`config.mk`:
```
export PLATFORM = sky130hd
export DESIGN_NAME = tdm_chan_accum
export DESIGN_NICKNAME = d
export VERILOG_FILES = /design/src/rtl/tdm_chan_accum.sv
export SDC_FILE = /design/constraint.sdc
export NUM_CORES = 1
export LEC_CHECK = 0
export ABC_AREA = 0
export CAP_MARGIN = 20
export CORE_ASPECT_RATIO = 0.5
export CORE_UTILIZATION = 40
export DETAILED_ROUTE_END_ITERATION = 12
export HOLD_SLACK_MARGIN = 0.05
export PLACE_DENSITY_LB_ADDON = 0.2
export SYNTH_ARGS = -nofsm -noshare
export SYNTH_HDL_FRONTEND = slang
export SYNTH_SLANG_ARGS = --single-unit
```
`constraint.sdc`:
```
create_clock -name clk -period 3.25 [get_ports clk]
set_input_delay 0.4875 -clock clk [delete_from_list [all_inputs] [get_ports clk]]
set_output_delay 0.4875 -clock clk [all_outputs]
set_load 0.005 [all_outputs]
```
`src/rtl/tdm_chan_accum.sv`:
```
`default_nettype none
// ============================================================================
// Module   : tdm_chan_accum
// Brief    : De-interleaves a round-robin TDM product stream, sums BURST_LEN
//            products per channel and queues each channel sum in a small FIFO.
// Revision : 1.0 - initial release
// ============================================================================
module tdm_chan_accum #(
    parameter int DATA_WIDTH   = 16,
    parameter int NUM_CHANNELS = 2,
    parameter int BURST_LEN    = 16,
    parameter int ACC_WIDTH    = 24,
    parameter int FIFO_DEPTH   = 4
) (
    input  logic                            clk,
    input  logic                            rst,
    input  logic                            in_valid,
    input  logic [DATA_WIDTH-1:0]           in_data,
    input  logic                            in_first,
    output logic                            out_valid,
    input  logic                            out_ready,
    output logic [ACC_WIDTH-1:0]            out_data,
    output logic [$clog2(NUM_CHANNELS)-1:0] out_chan,
    output logic                            aligned,
    output logic                            overflow,
    output logic                            sync_err
);

    localparam int CW = $clog2(NUM_CHANNELS);
    localparam int NW = (BURST_LEN > 1) ? $clog2(BURST_LEN) : 1;
    localparam int AW = $clog2(FIFO_DEPTH);

    localparam logic [0:0] S_ALIGN = 1'b0;
    localparam logic [0:0] S_RUN   = 1'b1;

    generate
        if (ACC_WIDTH < DATA_WIDTH + $clog2(BURST_LEN)) begin : g_width_check
            $error("tdm_chan_accum: ACC_WIDTH too small for DATA_WIDTH and BURST_LEN");
        end
    endgenerate

    logic [0:0]           r_state;
    logic [CW-1:0]        r_ch;
    logic [ACC_WIDTH-1:0] r_acc [NUM_CHANNELS];
    logic [NW-1:0]        r_cnt [NUM_CHANNELS];
    logic                 r_overflow;
    logic                 r_sync_err;

    logic [ACC_WIDTH-1:0] r_mem_data [FIFO_DEPTH];
    logic [CW-1:0]        r_mem_chan [FIFO_DEPTH];
    logic [AW:0]          r_wr;
    logic [AW:0]          r_rd;

    logic                 w_take;
    logic                 w_resync;
    logic [CW-1:0]        w_slot;
    logic [ACC_WIDTH-1:0] w_base_acc;
    logic [NW-1:0]        w_base_cnt;
    logic [ACC_WIDTH-1:0] w_sum;
    logic                 w_dump;
    logic                 w_empty;
    logic                 w_full;
    logic                 w_pop;
    logic                 w_push;

    // A resync restarts every channel, so the current sample sees a zeroed
    // accumulator even though the registers clear on the same edge.
    always_comb begin
        w_take     = in_valid && ((r_state == S_RUN) || in_first);
        w_resync   = in_valid && in_first && (r_state == S_RUN) && (r_ch != '0);
        w_slot     = in_first ? '0 : r_ch;
        w_base_acc = w_resync ? '0 : r_acc[w_slot];
        w_base_cnt = w_resync ? '0 : r_cnt[w_slot];
        w_sum      = w_base_acc + ACC_WIDTH'(in_data);
        w_dump     = w_take && (w_base_cnt == NW'(BURST_LEN - 1));
        w_empty    = (r_wr == r_rd);
        w_full     = (r_wr[AW] != r_rd[AW]) && (r_wr[AW-1:0] == r_rd[AW-1:0]);
        w_pop      = !w_empty && out_ready;
        w_push     = w_dump && (!w_full || w_pop);
    end

    always_ff @(posedge clk or posedge rst) begin
        if (rst) begin
            r_state    <= S_ALIGN;
            r_ch       <= '0;
            r_overflow <= 1'b0;
            r_sync_err <= 1'b0;
            for (int i = 0; i < NUM_CHANNELS; i++) begin
                r_acc[i] <= '0;
                r_cnt[i] <= '0;
            end
        end else begin
            if (w_take) begin
                if (w_resync) begin
                    r_sync_err <= 1'b1;
                    for (int i = 0; i < NUM_CHANNELS; i++) begin
                        r_acc[i] <= '0;
                        r_cnt[i] <= '0;
                    end
                end
                if (w_dump) begin
                    r_acc[w_slot] <= '0;
                    r_cnt[w_slot] <= '0;
                end else begin
                    r_acc[w_slot] <= w_sum;
                    r_cnt[w_slot] <= w_base_cnt + NW'(1);
                end
                r_ch    <= (w_slot == CW'(NUM_CHANNELS - 1)) ? '0 : w_slot + CW'(1);
                r_state <= S_RUN;
            end
            if (w_dump && !w_push) begin
                r_overflow <= 1'b1;
            end
        end
    end

    always_ff @(posedge clk or posedge rst) begin
        if (rst) begin
            r_wr <= '0;
            r_rd <= '0;
        end else begin
            if (w_push) begin
                r_wr <= r_wr + (AW+1)'(1);
            end
            if (w_pop) begin
                r_rd <= r_rd + (AW+1)'(1);
            end
        end
    end

    // Storage is never read while empty, so it needs no reset.
    always_ff @(posedge clk) begin
        if (w_push) begin
            r_mem_data[r_wr[AW-1:0]] <= w_sum;
            r_mem_chan[r_wr[AW-1:0]] <= w_slot;
        end
    end

    assign out_valid = !w_empty;
    assign out_data  = w_empty ? '0 : r_mem_data[r_rd[AW-1:0]];
    assign out_chan  = w_empty ? '0 : r_mem_chan[r_rd[AW-1:0]];
    assign aligned   = (r_state == S_RUN);
    assign overflow  = r_overflow;
    assign sync_err  = r_sync_err;

endmodule
`default_nettype wire
```
# Word level (Yosys, flattened, before mapping)
# Memories as Yosys holds them, arrays and structs flattened.
# Index checks and enable logic that the tools add are counted.
[totals]
register_bits = 66
mem_bits_rw = 100
inputBits = 21
output_inout_bits = 29
word_cells = 70
n_memories = 2
[classes]
addsub = 5
magnitude_cmp = 2
n_eq_ne = 4
mux = 26
bitwise_logic = 5
reduce_logical = 16
[mem_list]
columns = ["name", "depth", "width", "rd", "rd_ports_with_merged_regs", "write_ports", "line", "rtl"]
rows = [
  ["r_mem_data", 4, 24, 1, 0, 1, "49", "logic [ACC_WIDTH-1:0] r_mem_data [FIFO_DEPTH];"],
  ["r_mem_chan", 4, 1, 1, 0, 1, "50", "logic [CW-1:0] r_mem_chan [FIFO_DEPTH];"],
]
[ops]
columns = ["cell", "count"]
rows = [
  ["24-bit two-way mux", 6],
  ["48-bit two-way mux", 3],
  ["48-bit AND", 1],
  ["48-bit bitwise mux", 1],
  ["48-bit NOT", 1],
  ["24-bit by 16-bit adder with 24-bit output", 1],
  ["24-bit demux with 1-bit select", 1],
  ["8-bit two-way mux", 3],
  ["4-bit two-way mux", 5],
  ["1-bit logical AND", 10],
  ["8-bit AND", 1],
  ["8-bit bitwise mux", 1],
  ["8-bit NOT", 1],
  ["3-bit by 1-bit adder with 3-bit output (second input constant)", 2],
  ["1-bit two-way mux", 5],
  ["4-bit by 1-bit adder with 4-bit output (second input constant)", 1],
  ["4-bit demux with 1-bit select", 1],
  ["4-bit == test (second input constant)", 1],
  ["3-bit == test", 1],
  ["1-bit logical NOT", 3],
  ["2-bit == test", 1],
  ["2-bit greater-or-equal comparator (second input constant)", 1],
  ["1-bit logical OR", 2],
  ["2-bit by 1-bit less-than comparator with 1-bit output (second input constant)", 1],
  ["other kinds (4)", 4],
]

# Depth between registers and ports, before layout
[logic_depth]
word_depth = 11
mapped_depth = 16
depth_no_buf = 12

# Least setup slack after synthesis
# Ideal clock, no wire load.
[synth_path]
path_kind = "input to register"
from = "in in_first"
to = "mem r_mem_data[0][18], data pin"
setup_time_ns = 0.261
arrival_time_ns = 3.465
required_time_ns = 2.989
setup_slack_ns = -0.477
path_stages = 16
n_path_buf = 4
cell_sequence = "buf_6 -> nor2b_4 -> buf_4 -> clkbuf_1 -> clkbuf_1 -> nand2_1 -> o21ai_0 -> ha_1 -> fa_1 -> a21o_1 -> a31oi_1 -> o21ai_0 -> o21ai_0 -> or4b_2 -> nand4_1 -> inv_1"
[synth_between]
elab_chain_len = 7
elab_cells_between_ends = 10
classes_between = "add/sub (1); mux (5); bitwise (1); reduce/logical (3)"
[synth_lines]
columns = ["element", "line", "rtl"]
rows = [
  ["start: declaration", "19", "input logic in_first,"],
  ["1-bit two-way mux", "71", "w_slot = in_first ? '0 : r_ch;"],
  ["1-bit NOT with 2-bit output (not written as such)", "72", "w_base_acc = w_resync ? '0 : r_acc[w_slot];"],
  ["24-bit two-way mux (not written as such) (3 in a row)", "72", ""],
  ["24-bit two-way mux *", "72", ""],
  ["24-bit by 16-bit adder with 24-bit output *", "74", "w_sum = w_base_acc + ACC_WIDTH'(in_data);"],
  ["named net w_sum[18]", "59", "logic [ACC_WIDTH-1:0] w_sum;"],
  ["end: declaration", "49", ""],
]
# Mark *: on every way through the listed nets, which the timed path passes. The rest lies on a longest branch. The select of a mux whose other input is x is not followed.

# Final worst setup path
[layout_path]
from = "in in_first"
to = "mem r_mem_data[2][21], data pin"
# Same word-level chain as after synthesis.

==> flow_summary.yaml <==
run_status:
  outcome: "complete, no violations"
drt:
  ant_nets: 0
  wl_mm: 19.07
  firstDrtPassIters: 5
  via_per_inst: 5.288
  drt-initial-drc-count: 436
  drc_errors: 0
  vias: 5526
  wl_per_cell_um: 18.25
final_layout:
  nets: 817
  areaGrowthSynthToFinish_pct: 30.78
  fin_util: 0.5467
  layout.cells.non_filler: 1045
  final_layout_size_suffix_gt1_frac: 0.2570
  antenna_cells: 0
floorplanning:
  dieArea_sq_um: 20230
  pin_count: 50
  fp-row-count: 35
  coreArea_sq_um: 18790
  fp.dieW_um: 200.2
  start_util: 0.4180
  die_y_um: 101.1
global_routing:
  grt_usage: 0.1943
  grt_pass1_vias: 5275
  antenna_found_initial: 0
  grt_first_pass_wirelength_mm: 29.64
  grt_max_degree: 39
  overflow: 0
logic_synthesis:
  synth_seq_cells: 166
  avgSynthCellArea_sq_um: 12.73
  netlist_instances: 617
  ys_warn_count: 0
  synth-async-reset-ratio: 0.3976
  synth_top_area_share: 0.3824
  synth_top_area_cell: "edfxtp_1"
  synth_seq_area_share: 0.5927
  synthAdderAreaFrac: 0.03760
  synth_compound_area_frac: 0.1302
  synth_cell_types: 53
  synth_top_family_by_area: "compound AO/OA/AOI/OAI gates"
  yosysMostFrequentCell: "edfxtp_1"
  synthMuxAreaShare: 0.07569
  synth-simple-area-share: 0.1088
  synth_edf_count: 100
  mappedNetlistArea_sq_um: 7853
  synthTopCellsByArea: "edfxtp_1 (38%), dfrtp_1 (21%), mux4_2 (7.2%), nand2_1 (4.4%), a22o_1 (3.6%)"
  netlist_top_cells_count: "edfxtp_1 (100), nand2_1 (92), dfrtp_1 (66), o21ai_0 (46), nor2b_1 (33)"
  yosys_most_used_dff: "edfxtp_1"
  synthXorXnorAreaFrac: 0.03123
  syn_nets: 661
timing:
  skew_ns: 0.01230
  hold_viol_final: 0
  fmax_mhz: 319.7
  min_period_ns: 3.128
  drv_slew: 0
  fin_setup_tns_ns: 0
  timing.final.crit_share: 0.9625
  worst_slew_pin_slew_ns: 0.7452
  setup_viol: 0
  slew_headroom: 0.5015
power_and_ir_drop:
  p_per_area_nw_per_um2: 830.1
  irDropWorstVdd_v: 0.0005060
  power.leakage_uw: 0.004197
clocking:
  h-tree-depth: 4
  cts_sinks: 166
  cts_buffer_depth: 2
  cts_made_buffers: 17
  clk_latency_ns: 0.43
  cts_tree: "yes"
  cts-root-buf: "clkbuf_16"
  clk_pin_slew_worst_paths_ns: 0.08
critical_path:
  cp.required_ns: 3.42
  start_kind: "input pin"
  path_buf_inv: 3
  end_kind: "flop"
  cp_slowest_cell: "clkdlybuf4s50_1"
  path_class: "input pin to flop"
  reg2reg_from: "r_ch"
  critPathCapture: "r_mem_data[2][21]"
  reg2regPathDepth: 10
  crit_path_start: "in_first"
  cp_cell_sequence: "clkdlybuf4s50_1 > nor2b_4 > buf_12 > o21ai_0 > ha_1 > nand4_1 > a2111o_1 > nand3_1 > o2111ai_1 > xnor2_2 > buf_4"
  cp_data_arrival_time_ns: 3.30
  path_depth: 11
  regToRegSetupSlack_ns: 0.18
  cp_top_family: "buffers and inverters"
  max_stage_delay_ns: 0.46
  path_max_fanout: 23
  timing.rr.end: "r_mem_data[2][21]"
placed_design:
  placed_cells: 1010
  gp_congestion: 0.9053
  io_buffers: 49
  hpwlAfterDp_mm: 13.53
hold_path:
  hold_class: "flop to flop"
job:
  drv_cap: 0
==> repair_timing <==
item | CTS | global route
resized for setup | 1 | 12
setup buffers | 0 | 2
pin swaps | 0 | 3
setup endpoints to repair | 6 | 83
hold buffers | 0 | 0
cloned | 0 | 1
==> registers in the layout, indices dropped and copies added (netlist names) <==
register,cells
r_mem_data,96
r_acc,48
r_cnt,8
r_mem_chan,4
r_rd,3
r_wr,3
aligned,1
overflow,1
r_ch,1
sync_err,1
==> cell families after synthesis <==
logic type,Yosys count
multiplexers,28
XOR/XNOR,28
AND/OR/NAND/NOR,178
buffers and inverters,46
AO/OA/AOI/OAI,148
adder cells (fa/ha/maj),23
flip-flops,166
==> worst min-delay path, stage by stage, from the launching register on <==
cell     delay [ns]
dfrtp_1        0.34
nand2_1        0.05
nand2_1        0.05
==> layer usage <==
layer	up-vias	part of all wire	GRT usage
li1	2624	-	-
met3	17	0.042	0.03652
met2	112	0.44	0.2882
met1	2773	0.51	0.2936
met4	0	0.013	0.04497
met5	-	0	0
==> how the worst min path moves through the flow <==
stage,end,depth (start not counted),from,slack (ns)
2_1_floorplan,r_acc[24],2,r_acc[24],0.44
3_3_place_gp,sync_err,1,sync_err,0.45
3_5_place_dp,sync_err,1,sync_err,0.45
4_1_cts,r_acc[24],2,r_acc[24],0.47
5_1_grt,sync_err,1,sync_err,0.49
6_report,r_acc[24],2,r_acc[24],0.47
==> per-stage QoR <==
step	total power, uW	worst slack (ns)	hold slack [ns]	area (sq um)
after floorplan	4738	0.06532	0.4386	7900
after global placement	6354	-0.4142	0.4522	9543
after detailed placement	6423	-0.4621	0.4516	9543
after CTS	8544	0.003194	0.4736	10180
after global routing	9001	-0.008745	0.4901	10270
final	8525	0.1220	0.4720	10270
==> power by group <==
part	total [uW]	switching, uW	internal (uW)
registers	2910	200	2710
logic	3500	1680	1820
clock network	2110	1040	1070
total	8520	2920	5600
==> cell type report <==
cell class              instances  area, sq um
fillers                      1525         8517
flip-flops and latches        166         4657
multi-input cells             406         3107
repair buffers                167         1491
clock buffers                  17        425.4
well taps                     259        324.1
clock inverters                15        209.0
inverters                      15        56.30
==> cell usage in the layout, fill, tap and decap left out, types with 20 or more instances in the layout <==
| cell type | n |
|---|---|
| buf_4 | 109 |
| nand2_1 | 92 |
| clkdlybuf4s50_1 | 48 |
| nor2b_1 | 33 |
| a22o_1 | 32 |
| mux4_2 | 25 |
| dfrtp_1 | 64 |
| a21oi_1 | 20 |
| o21ai_0 | 42 |
| edfxtp_1 | 100 |
| ha_1 | 21 |
No activity file was read; power rests on OpenSTA's default activity.
